[src/rtl/turfio_cmd_serializer.sv]
// Captures the spliced 32-bit rackbus command once per 8-clock frame and shifts it
// out MSB-first as eight nibbles, with training substitution, frame counting and sync checking.
module turfio_cmd_serializer #(
    parameter logic [31:0] TRAIN_PATTERN = 32'hA55A_6996
) (
    input  logic        sysclk_i,
    input  logic        rst_n_i,
    input  logic        sync_i,
    input  logic [31:0] spliced_i,
    input  logic        train_i,
    output logic [3:0]  cmd_o,
    output logic [2:0]  phase_o,
    output logic        capture_o,
    output logic        locked_o,
    output logic [15:0] frame_count_o,
    output logic [7:0]  misalign_count_o
);

    typedef enum logic {
        ST_UNLOCKED = 1'b0,
        ST_LOCKED   = 1'b1
    } state_t;

    state_t      state_q, state_d;
    logic [2:0]  phase_q, phase_d;
    logic [31:0] shreg_q, shreg_d;
    logic [3:0]  cmd_q, cmd_d;
    logic [15:0] frame_q, frame_d;
    logic [7:0]  misalign_q, misalign_d;

    logic        capture_cycle;
    logic        misaligned;
    logic [31:0] word;

    assign capture_cycle = (state_q == ST_LOCKED) && (phase_q == 3'd7);
    assign misaligned    = (state_q == ST_LOCKED) && sync_i && (phase_q != 3'd0);
    assign word          = train_i ? TRAIN_PATTERN : spliced_i;

    always_comb begin
        state_d    = state_q;
        phase_d    = sync_i ? 3'd1 : phase_q + 3'd1;
        shreg_d    = shreg_q;
        cmd_d      = cmd_q;
        frame_d    = frame_q;
        misalign_d = misalign_q;

        if (state_q == ST_UNLOCKED) begin
            cmd_d   = '0;
            shreg_d = '0;
            if (sync_i) begin
                state_d = ST_LOCKED;
            end
        end else if (misaligned) begin
            // A misaligned sync takes priority over capture: the aborted frame drains as zeros.
            cmd_d   = '0;
            shreg_d = '0;
            if (misalign_q != 8'hFF) begin
                misalign_d = misalign_q + 8'd1;
            end
        end else if (capture_cycle) begin
            cmd_d   = word[31:28];
            shreg_d = {word[27:0], 4'h0};
            frame_d = frame_q + 16'd1;
        end else begin
            cmd_d   = shreg_q[31:28];
            shreg_d = {shreg_q[27:0], 4'h0};
        end
    end

    always_ff @(posedge sysclk_i or negedge rst_n_i) begin
        if (!rst_n_i) begin
            state_q    <= ST_UNLOCKED;
            phase_q    <= '0;
            shreg_q    <= '0;
            cmd_q      <= '0;
            frame_q    <= '0;
            misalign_q <= '0;
        end else begin
            state_q    <= state_d;
            phase_q    <= phase_d;
            shreg_q    <= shreg_d;
            cmd_q      <= cmd_d;
            frame_q    <= frame_d;
            misalign_q <= misalign_d;
        end
    end

    assign cmd_o            = cmd_q;
    assign phase_o          = phase_q;
    assign capture_o        = capture_cycle;
    assign locked_o         = (state_q == ST_LOCKED);
    assign frame_count_o    = frame_q;
    assign misalign_count_o = misalign_q;

endmodule
[config.mk]
export PLATFORM = sky130hd
export DESIGN_NAME = turfio_cmd_serializer
export DESIGN_NICKNAME = d
export VERILOG_FILES = /design/src/rtl/turfio_cmd_serializer.sv
export SDC_FILE = /design/constraint.sdc
export NUM_CORES = 1
export LEC_CHECK = 0
export ABC_AREA = 1
export BUFFER_PORTS_ARGS = -buffer_cell sky130_fd_sc_hd__buf_4
export CORE_ASPECT_RATIO = 0.9
export CORE_MARGIN = 2
export CORE_UTILIZATION = 33
export CTS_BUF_LIST = sky130_fd_sc_hd__clkbuf_4 sky130_fd_sc_hd__clkbuf_8
export DETAILED_ROUTE_END_ITERATION = 16
export HOLD_SLACK_MARGIN = 0.15
export PLACE_DENSITY_LB_ADDON = 0.12
export RECOVER_POWER = 50
export SLEW_MARGIN = 15
export SYNTH_ARGS = -nofsm -noshare
export SYNTH_HDL_FRONTEND = slang
export SYNTH_SLANG_ARGS = --single-unit
[constraint.sdc]
create_clock -name sysclk_i -period 1.55 [get_ports sysclk_i]
set_clock_uncertainty 0.05 [all_clocks]
set_input_delay 0.155 -clock sysclk_i [delete_from_list [all_inputs] [get_ports sysclk_i]]
set_output_delay 0.155 -clock sysclk_i [all_outputs]
set_load 0.05 [all_outputs]
; ---- Yosys cells after proc, flatten, opt, wreduce, memory -nomap -nowiden
; Cells that the tools add are included.
[word_totals]
register_bits = 64
inputBits = 36
output_inout_bits = 33
wordCells = 28
[op_classes]
addsub = 3
eq_ne = 2
n_mux = 10
n_bitwise = 1
n_reduce_logical = 6
[ops]
columns = op, count
row1 = 32-bit 2-to-1 mux, 4
row2 = "16-bit by 1-bit adder with 16-bit output, second input constant", 1
row3 = 4-bit 2-to-1 mux, 3
row4 = "8-bit by 1-bit adder with 8-bit output, second input constant", 1
row5 = "8-bit != test, second input constant", 1
row6 = 3-bit AND reduction, 2
row7 = "3-bit by 1-bit adder with 3-bit output, second input constant", 1
row8 = "3-bit == test, second input constant", 1
row9 = 1-bit logical AND, 3
row10 = 3-bit 2-to-1 mux, 1
row11 = 3-bit nonzero test, 1
row12 = 1-bit 2-to-1 mux, 2
row13 = 1-bit NOT, 1

; ---- Longest topological paths before layout
; Gate-level depths: netlist of run 1.
[depth]
word_depth = 5
depth_mapped = 10
mapped_depth_nobuf = 10

; ---- Least setup slack after synthesis of run 1
; OpenSTA, ideal clock, no wires.
[synth_path]
path_kind = reg-to-reg
startpoint = register phase_q[1] (netlist: phase_o[1])
endpoint = register cmd_q[0] (netlist: cmd_o[0])
setup_ns = 0.077
arrival_time_ns = 1.695
required_time_ns = 1.423
path_slack_ns = -0.272
path_stages_with_launch = 8
period_less_slack_ns = 1.822
cell_sequence = dfrtp_1 ha_1 ha_1 nand2_1 inv_2 buf_2 nand3_1 a21oi_1
[synth_between]
elab_chain_cells = 5
word_cells_on_any_way = 7
cone_classes = eq/ne (1) / mux (3) / reduce/logical (3)
[synth_lines]
columns = item, line_no
row1 = from (decl), 25  ; logic [2:0] phase_q, phase_d;
row2 = from (signal assigned), 80  ; phase_q <= phase_d;
row3 = 3-bit == test, 35  ; assign capture_cycle = (state_q == ST_LOCKED) && (phase_q == 3'd7);
row4 = 1-bit logical AND, 35
row5 = via capture_o, 13  ; output logic capture_o,
row6 = 4-bit 2-to-1 mux, 60  ; end else if (capture_cycle) begin
row7 = 4-bit 2-to-1 mux, 53  ; end else if (misaligned) begin
row8 = 4-bit 2-to-1 mux, 47  ; if (state_q == ST_UNLOCKED) begin
row9 = via cmd_d[0], 27  ; logic [3:0] cmd_q, cmd_d;
row10 = to (signal assigned), 82  ; cmd_q <= cmd_d;
row11 = to (decl), 27
; The timed path passes the listed nets, and every way through them passes these cells.
; A chain may end at the register's enable or synchronous reset.

; ---- Worst setup path after layout of run 1
[layout_path]
startpoint = register phase_q[1] (netlist: phase_o[1])
endpoint = output capture_o
[layout_between]
elab_chain_cells = 2
[layout_lines]
columns = item, line_no
row1 = 3-bit == test, 35
row2 = 1-bit logical AND, 35
row3 = to (decl), 13
; No other way between the ends.

==> results of run 1 <==
==> worst register-to-register path, delay by kind of cell (launching register included) <==
kind | cells | cell delay (ps)
adder cells (fa/ha/maj) | 2 | 280
buffers and inverters | 3 | 370
flip-flops | 1 | 390
AND/OR/NAND/NOR | 6 | 420
==> metrics by stage <==
stage                     area [um^2]  utilization (%)  hold slack, ps
after floorplan                  2870                -            -191
after global placement           3600             44.2           -1.03
after detailed placement         3600             44.2         -0.0815
after CTS                        4220             51.9             168
after global routing             4340             53.3             214
final                            4340             53.3             205
==> per-layer routing <==
layer,share of wire [%],wire [um]
met3,3.6,257
met2,50,3530
met5,0,0
met1,45,3200
met4,1.5,106
==> cell type report <==
type	count	area (um^2)	area share, %
clock buffer	14	174	4.01
inverter	22	97.6	2.25
sequential	60	1510	34.8
timing repair buffer	123	1100	25.2
tap	99	124	2.85
clock inverter	2	10.0	0.231
multi-input combinational	231	1330	30.6
==> power groups by stage <==
stage | Sequential, mW | Clock [mW] | Combinational (mW)
after global routing | 1.86 | 1.39 | 1.38
final | 1.84 | 1.28 | 1.28
after CTS | 1.83 | 1.34 | 1.26
after global placement | 1.86 | 0 | 1.14
after detailed placement | 1.86 | 0 | 1.16
after floorplan | 2.23 | 0 | 0.329
==> cells in the mapped netlist (all sizes together), types with 5 or more instances <==
cell type and number:
nand2 103, dfrtp 60, a21oi 30, nor2 27
nand3 24, inv 22, o21ai 17, buf 11
xnor2 7, xor2 6, ha 5, nand4 5
==> cell families (layout without fill, tap and decap cells) <==
logic type | count (synthesis) | in the layout | synth area share, %
simple gates | 166 | 166 | 26.4
flops | 60 | 60 | 53.5
compound gates | 47 | 47 | 8.39
buf+inv | 34 | 161 | 5.35
xor+xnor | 13 | 13 | 4.06
fa+ha+maj | 5 | 5 | 2.23
==> path summary, 6_finish.rpt <==
check	start	end	slack, ps	depth (start not counted)
min reg2reg	shreg_q[11]	shreg_q[15]	450	2
max	phase_o[1]	capture_o	-80	6
min in group asynchronous	rst_n_i	cmd_o[0]	270	2
max in group asynchronous	rst_n_i	phase_o[0]	240	3
min	train_i	shreg_q[7]	200	3
max reg2reg	phase_o[1]	frame_count_o[14]	-40	11
==> what timing repair did <==
action                                  CTS  global route
hold buffers                             34             0
buffers inserted                          5             1
hold endpoints to repair                 96             0
pin swaps                                 2             7
gates resized for setup                   8            37
endpoints found under the setup margin    1            57
gates cloned                              1             0
==> registers in the layout, summed over array words and instances, names as in the netlist <==
| name | cells |
|---|---|
| shreg_q | 28 |
| frame_count_o | 16 |
| misalign_count_o | 8 |
| cmd_o | 4 |
| phase_o | 3 |
| locked_o | 1 |
==> results.py, run 1 <==
metrics = {
    "status": {
        "status": "finished with violations",
        "violations": "setup timing",
    },
    "drt": {
        "drt-initial-drc-count": 83,
        "via_per_inst": 4.72,
        "antenna_left": 0,
        "via_count": 2602,
        "wl_per_cell_um": 12.9,
        "first_pass_iters": 4,
        "drc": 0,
        "postRouteWirelength_um": 7090,
    },
    "floorplanning": {
        "dieArea_um2": 9250,
        "core_um2": 8150,
        "fp.dieH_um": 91.5,
        "dieWidth_um": 101,
        "ios": 69,
        "initial_core_util_pct": 34.4,
        "rows": 31,
    },
    "logic_synthesis": {
        "async_reset_ff_share_pct": 100,
        "ys_types": 24,
        "synth-edff-count": 0,
        "yosys_warnings": 0,
        "syn_inst": 325,
        "avgSynthCellArea_um2": 8.63,
        "synth_area_leaders": "dfrtp_1, nand2_1, a21oi_1, nand3_1, nor2_1",
        "yosys_most_used_dff": "dfrtp_1",
        "synth_top_area_share_pct": 53.5,
        "synth_fp_nets": 366,
        "synthesis.area_um2": 2800,
        "ys_ff_latch": 60,
        "ys_seq_area_share_pct": 53.5,
        "synth_largest_area_cell": "dfrtp_1",
    },
    "timing": {
        "maxSlewViolCount": 0,
        "rsz0062_at_grt": "true",
        "fin_setup_tns_ps": -355,
        "fin_crit_sh_pct": 105,
        "fin_ws_ps": -81.6,
        "setup_viol": 13,
        "timing.fmax_mhz": 613,
        "hold_viol_final": 0,
        "relSlewSlack_pct": 64.5,
        "fin_crit_ps": 1630,
        "tightest_slew_ps": 533,
    },
    "clock_network": {
        "cts-root-buf": "clkbuf_8",
        "clk_pin_slew_ps": 60,
        "cts_buffers": 9,
        "cts.sinks": 60,
        "cts_max_level": 3,
        "insertion_delay_ps": 320,
        "cts_tree": "yes",
        "clockBufferDepth": 2,
    },
    "placed_design": {
        "post-place-cells": 494,
        "dpl.hpwl_um": 4470,
        "gp_congestion": 0.775,
        "pre_cts_ws_ps": 47.2,
        "io_buffers": 68,
    },
    "setup_path": {
        "slowest_stage": "dfrtp_2",
        "cp_max_fo": 2,
        "slowest_delay_ps": 420,
        "cp.buffers_inverters": 3,
        "path_cells": "ha_4 > ha_4 > nand2_4 > inv_4 > buf_12 > buf_12",
        "crit_type": "flip-flop to output pin",
        "cp-end-kind": "output pin",
        "required_ps": 1340,
        "arrival_ps": 1430,
        "startpoint_type": "flip-flop",
        "cp_top_family": "flip-flops",
    },
    "pwr": {
        "p_leak_nw": 2.05,
        "cellPowerDensity_nw_per_um2": 1010,
        "power.switching_mw": 1.47,
        "internal_power_mw": 2.92,
        "power_frac_comb_pct": 29.0,
        "sequentialPowerShare_pct": 41.8,
        "power_mw": 4.39,
        "p_clk_share_pct": 29.1,
        "swShare_pct": 33.4,
        "vdd_ir_drop_max_uv": 997,
    },
    "grt": {
        "busiest_layer": "met2",
        "grt_pass1_wl_um": 11900,
        "grt_pass1_vias": 2436,
        "grt_max_degree": 43,
        "grt_use_met1_pct": 21.5,
        "antenna_found_initial": 0,
        "track_usage_pct": 16.1,
        "overflow": 0,
        "gr-usage-met2_pct": 25.8,
        "use_met3_pct": 3.39,
    },
    "hold_path": {
        "hp-class": "input pin to flip-flop",
    },
    "layout": {
        "finalNonFillerCells": 551,
        "nets": 488,
        "n_antenna_cell": 0,
        "final_common_cell": "nand2_1",
        "layout_common_cells": "nand2_1, buf_4, dfrtp_1, dlygate4sd3_1, nand3_1",
        "drive_gt1_share_pct": 35.8,
        "area_growth_pct": 54.8,
        "fill_cells": 768,
    },
    "run": {
        "cap_violations": 0,
    },
}
No activity file was read; power rests on OpenSTA's default activity.
==> run 2, diff against run 1 <==
--- a/config.mk
+++ b/config.mk
@@ -7,6 +7,7 @@
 export LEC_CHECK = 0
 export ABC_AREA = 1
 export BUFFER_PORTS_ARGS = -buffer_cell sky130_fd_sc_hd__buf_4
+export CAP_MARGIN = 20
 export CORE_ASPECT_RATIO = 0.9
 export CORE_MARGIN = 2
 export CORE_UTILIZATION = 33
==> constraint.sdc (replaced) <==
create_clock -name sysclk_i -period 1.7 [get_ports sysclk_i]
set_clock_uncertainty 0.05 [all_clocks]
set_input_delay 0.17 -clock sysclk_i [delete_from_list [all_inputs] [get_ports sysclk_i]]
set_output_delay 0.17 -clock sysclk_i [all_outputs]
set_load 0.05 [all_outputs]
==> results.py, run 2 (synthesized netlist as in run 1, its figures left out) <==
metrics = {
    "status": {
        "status": "finished, final reports clean",
    },
    "timing": {
        "relSlewSlack_pct": 49.0,
        "fin_crit_ps": 1650,
        "rsz0062_at_grt": "true",
        "fin_ws_ps": 45.5,
        "maxSlewViolCount": 0,
        "timing.fmax_mhz": 604,
        "fin_crit_sh_pct": 97.3,
        "tightest_slew_ps": 765,
        "setup_viol": 0,
        "hold_viol_final": 0,
    },
    "placed_design": {
        "gp_congestion": 0.760,
        "pre_cts_ws_ps": 75.9,
        "dpl.hpwl_um": 4470,
        "post-place-cells": 487,
        "io_buffers": 68,
    },
    "pwr": {
        "sequentialPowerShare_pct": 38.4,
        "internal_power_mw": 3.01,
        "power_frac_comb_pct": 24.4,
        "cellPowerDensity_nw_per_um2": 1040,
        "p_leak_nw": 1.97,
        "vdd_ir_drop_max_uv": 791,
        "swShare_pct": 30.8,
        "p_clk_share_pct": 37.2,
        "power.switching_mw": 1.34,
    },
    "setup_path": {
        "crit_type": "flip-flop to output pin",
        "startpoint_type": "flip-flop",
        "cp_max_fo": 2,
        "cp-end-kind": "output pin",
        "arrival_ps": 1430,
        "required_ps": 1480,
    },
    "drt": {
        "via_per_inst": 4.58,
        "via_count": 2494,
        "antenna_left": 0,
        "postRouteWirelength_um": 6990,
        "first_pass_iters": 4,
        "wl_per_cell_um": 12.9,
        "drt-initial-drc-count": 68,
        "drc": 0,
    },
    "grt": {
        "grt_pass1_wl_um": 11800,
        "use_met3_pct": 5.08,
        "grt_pass1_vias": 2457,
        "grt_max_degree": 33,
        "overflow": 0,
        "gr-usage-met2_pct": 27.2,
        "antenna_found_initial": 0,
        "track_usage_pct": 16.3,
        "busiest_layer": "met2",
        "grt_use_met1_pct": 20.7,
    },
    "clock_network": {
        "cts_max_level": 3,
        "clk_pin_slew_ps": 70,
        "cts_tree": "yes",
        "clockBufferDepth": 2,
        "cts.sinks": 60,
        "cts-root-buf": "clkbuf_8",
        "cts_buffers": 9,
        "insertion_delay_ps": 330,
    },
    "layout": {
        "finalNonFillerCells": 544,
        "nets": 481,
        "layout_common_cells": "nand2_1, buf_4, dfrtp_1, dlygate4sd3_1, a21oi_1",
        "largest_reg_flops": 28,
        "n_antenna_cell": 0,
        "drive_gt1_share_pct": 25.6,
        "area_growth_pct": 49.1,
        "final_common_cell": "nand2_1",
        "largest_register": "shreg_q",
    },
    "floorplanning": {
        "core_um2": 8150,
        "ios": 69,
        "initial_core_util_pct": 34.4,
        "dieWidth_um": 101,
        "rows": 31,
        "dieArea_um2": 9250,
        "fp.dieH_um": 91.5,
    },
    "hold_path": {
        "hp-class": "input pin to async pin",
    },
    "run": {
        "cap_violations": 0,
    },
}
==> run 2: cell count changes in the layout (fill, tap and decap cells not counted), moves of 4 or more <==
cell and delta:
o21ai_0 +5, a21oi_2 -18, clkbuf_1 +10, a21oi_1 +18
buf_4 -16, o21ai_1 -4
==> run 2: final timing paths <==
check	startpoint	end	slack [ps]	cells past startpoint
hold / removal	rst_n_i	cmd_o[0]	390	2
min in group sysclk_i	shreg_q[31]	cmd_o[3]	450	2
hold reg to reg	shreg_q[31]	cmd_o[3]	450	2
setup / recovery	phase_o[0]	capture_o	50	6
max in group asynchronous	rst_n_i	frame_count_o[12]	570	3
setup reg to reg	phase_o[1]	frame_count_o[14]	80	11
==> run 2: critical path, cell delays in order (launching register included) <==
cell and delay (ps):
dfrtp_2 420, ha_4 170, ha_4 150, nand2_4 70, inv_6 40, buf_12 110, buf_12 130
==> run 2: timing repair <==
item / CTS / global route
hold endpoints to repair: 96 / 0
setup buffers: 4 / 1
endpoints found under the setup margin: 1 / 14
hold buffers: 35 / 0
cloned: 1 / 0
pin swaps: 2 / 4
gates resized for setup: 11 / 6
==> run 2: layout make-up <==
class	instances	area [um^2]
tap	99	124
multi-input combinational	231	1200
inverter	22	95.1
sequential	60	1510
timing repair buffer	116	1010
clock inverter	4	95.1
clock buffer	12	159
fill	804	3960
==> run 2: metrics by stage <==
stage	util (%)	hold WS, ps	setup TNS, ps	cell area [um^2]	power, mW
2_1_floorplan	-	-176	0	2810	2.30
3_3_place_gp	42.7	80.5	0	3480	2.68
3_5_place_dp	42.7	82.5	0	3480	2.68
4_1_cts	51.6	255	0	4200	4.43
5_1_grt	51.3	448	-17.9	4180	4.56
6_report	51.3	387	0	4180	4.35
==> run 2: metal layers <==
| layer | vias to the layer above | routed length (um) |
|---|---|---|
| li1 | 1276 | - |
| met1 | 1162 | 3280 |
| met2 | 51 | 3380 |
| met5 | - | 0 |
| met3 | 5 | 288 |
| met4 | 0 | 46 |
==> run 2: power groups by stage <==
stage          logic, mW  clock network [mW]  registers [mW]
2_1_floorplan      0.284                   0            2.02
3_3_place_gp       0.983                   0            1.69
3_5_place_dp       0.988                   0            1.70
4_1_cts             1.09                1.67            1.67
5_1_grt             1.15                1.72            1.69
6_report            1.06                1.62            1.67
==> run 3, diff against run 2 <==
--- a/config.mk
+++ b/config.mk
@@ -9,8 +9,7 @@
 export BUFFER_PORTS_ARGS = -buffer_cell sky130_fd_sc_hd__buf_4
 export CAP_MARGIN = 20
 export CORE_ASPECT_RATIO = 0.9
-export CORE_MARGIN = 2
-export CORE_UTILIZATION = 33
+export CORE_UTILIZATION = 55
 export CTS_BUF_LIST = sky130_fd_sc_hd__clkbuf_4 sky130_fd_sc_hd__clkbuf_8
 export DETAILED_ROUTE_END_ITERATION = 16
 export HOLD_SLACK_MARGIN = 0.15
==> results.py, run 3 (synthesized netlist as in run 1, its figures left out) <==
metrics = {
    "status": {
        "status": "finished, final reports clean",
    },
    "pwr": {
        "vdd_ir_drop_max_uv": 1070,
        "p_leak_nw": 1.96,
        "cellPowerDensity_nw_per_um2": 954,
    },
    "layout": {
        "layout_common_cells": "nand2_1, buf_4, dfrtp_1, dlygate4sd3_1, a21oi_1",
        "fin_area_um2": 4080,
        "area_growth_pct": 45.6,
        "final_common_cell": "nand2_1",
        "n_antenna_cell": 0,
        "largest_reg_flops": 28,
        "largest_register": "shreg_q",
        "fin_util_pct": 83.9,
        "drive_gt1_share_pct": 27.3,
        "finalNonFillerCells": 512,
        "nets": 483,
    },
    "setup_path": {
        "required_ps": 1480,
        "worstReg2RegEnd": "shreg_q[20]",
        "rr_startpoint": "phase_o[1]",
        "crit_type": "flip-flop to output pin",
        "cp-end-kind": "output pin",
        "rr_worst_depth": 9,
        "reg2reg_setup_slack_ps": 70,
        "startpoint_type": "flip-flop",
        "cp_max_fo": 2,
        "arrival_ps": 1460,
    },
    "drt": {
        "via_count": 2640,
        "wl_per_cell_um": 13.6,
        "antenna_left": 0,
        "drc": 0,
        "drt-initial-drc-count": 121,
        "via_per_inst": 5.16,
        "postRouteWirelength_um": 6950,
        "first_pass_iters": 5,
    },
    "timing": {
        "maxSlewViolCount": 0,
        "tightest_slew_ps": 787,
        "setup_viol": 0,
        "relSlewSlack_pct": 47.5,
        "fin_crit_ps": 1680,
        "whs_ps": 428,
        "timing.fmax_mhz": 594,
        "fin_crit_sh_pct": 99.0,
        "hold_viol_final": 0,
    },
    "grt": {
        "antenna_found_initial": 0,
        "grt_max_degree": 61,
        "grt_use_met1_pct": 34.1,
        "busiest_layer": "met2",
        "overflow": 0,
        "gr-usage-met2_pct": 45.5,
        "use_met3_pct": 5.53,
        "track_usage_pct": 27.3,
        "grt_pass1_wl_um": 11400,
        "grt_pass1_vias": 2564,
    },
    "clock_network": {
        "cts_buffers": 9,
        "cts_tree": "yes",
        "insertion_delay_ps": 340,
        "cts.sinks": 60,
        "cts-root-buf": "clkbuf_8",
        "clockBufferDepth": 2,
        "clk_pin_slew_ps": 70,
        "cts_max_level": 3,
    },
    "placed_design": {
        "io_buffers": 68,
        "dpl_cell_area_um2": 3390,
        "post-place-cells": 452,
        "gp_congestion": 0.787,
        "dpl.hpwl_um": 3980,
    },
    "floorplanning": {
        "dieArea_um2": 5390,
        "ios": 69,
        "initial_core_util_pct": 57.6,
        "fp.dieH_um": 69.7,
        "rows": 24,
        "core_um2": 4860,
        "dieWidth_um": 77.3,
    },
    "hold_path": {
        "hp-class": "input pin to async pin",
    },
    "run": {
        "cap_violations": 0,
    },
}
## run 3: what timing repair did
action	4_1_cts	5_1_grt
pin swaps	1	3
cloned	1	0
gates resized for setup	11	10
setup buffers	6	1
hold buffers	36	0
endpoints found under the setup margin	1	32
endpoints found under the hold margin	96	0
## run 3: worst max-delay path, cell delays in order, from the launching register on
cell	delay, ps
dfrtp_2	430
ha_4	170
ha_4	150
nand2_4	70
inv_4	40
buf_12	120
buf_12	130
## run 3: power breakdown
group	leakage, nW	internal [mW]	total (mW)	switching (mW)
logic	1.06	0.401	1.05	0.653
clock network	0.0974	0.610	1.15	0.541
registers	0.805	1.55	1.69	0.141
total	1.96	2.56	3.89	1.33
## run 3: cell type report
cell class,instances,area [um^2]
tap,65,81.3
multi-input combinational,231,1200
clock inverter,3,15.0
fill,311,783
timing repair buffer,118,1020
inverter,22,90.1
sequential,60,1510
clock buffer,13,160
## run 3: per-layer routing
metal / part of all wire (%) / wire length, um
met1: 43 / 3020
met2: 50 / 3460
met3: 4.3 / 302
met4: 2.4 / 170
met5: 0 / 0
## run 3: worst max-delay path by stage
stage | start | endpoint | slack, ps | cells after the start
after detailed placement | phase_o[0] | frame_count_o[5] | 120 | 8
final | phase_o[1] | capture_o | 20 | 6
after floorplan | phase_o[2] | cmd_o[0] | 20 | 6
after global placement | phase_o[0] | capture_o | 150 | 6
after global routing | phase_o[1] | capture_o | -9 | 6
after CTS | phase_o[1] | capture_o | -6 | 6
## run 3: per-stage QoR
stage	setup TNS [ps]	total power [mW]	worst slack, ps
after floorplan	0	2.30	17.7
after global placement	0	2.62	147
after detailed placement	0	2.64	123
after CTS	-6.36	3.88	-6.36
after global routing	-8.52	4.05	-8.52
final	0	3.89	16.2
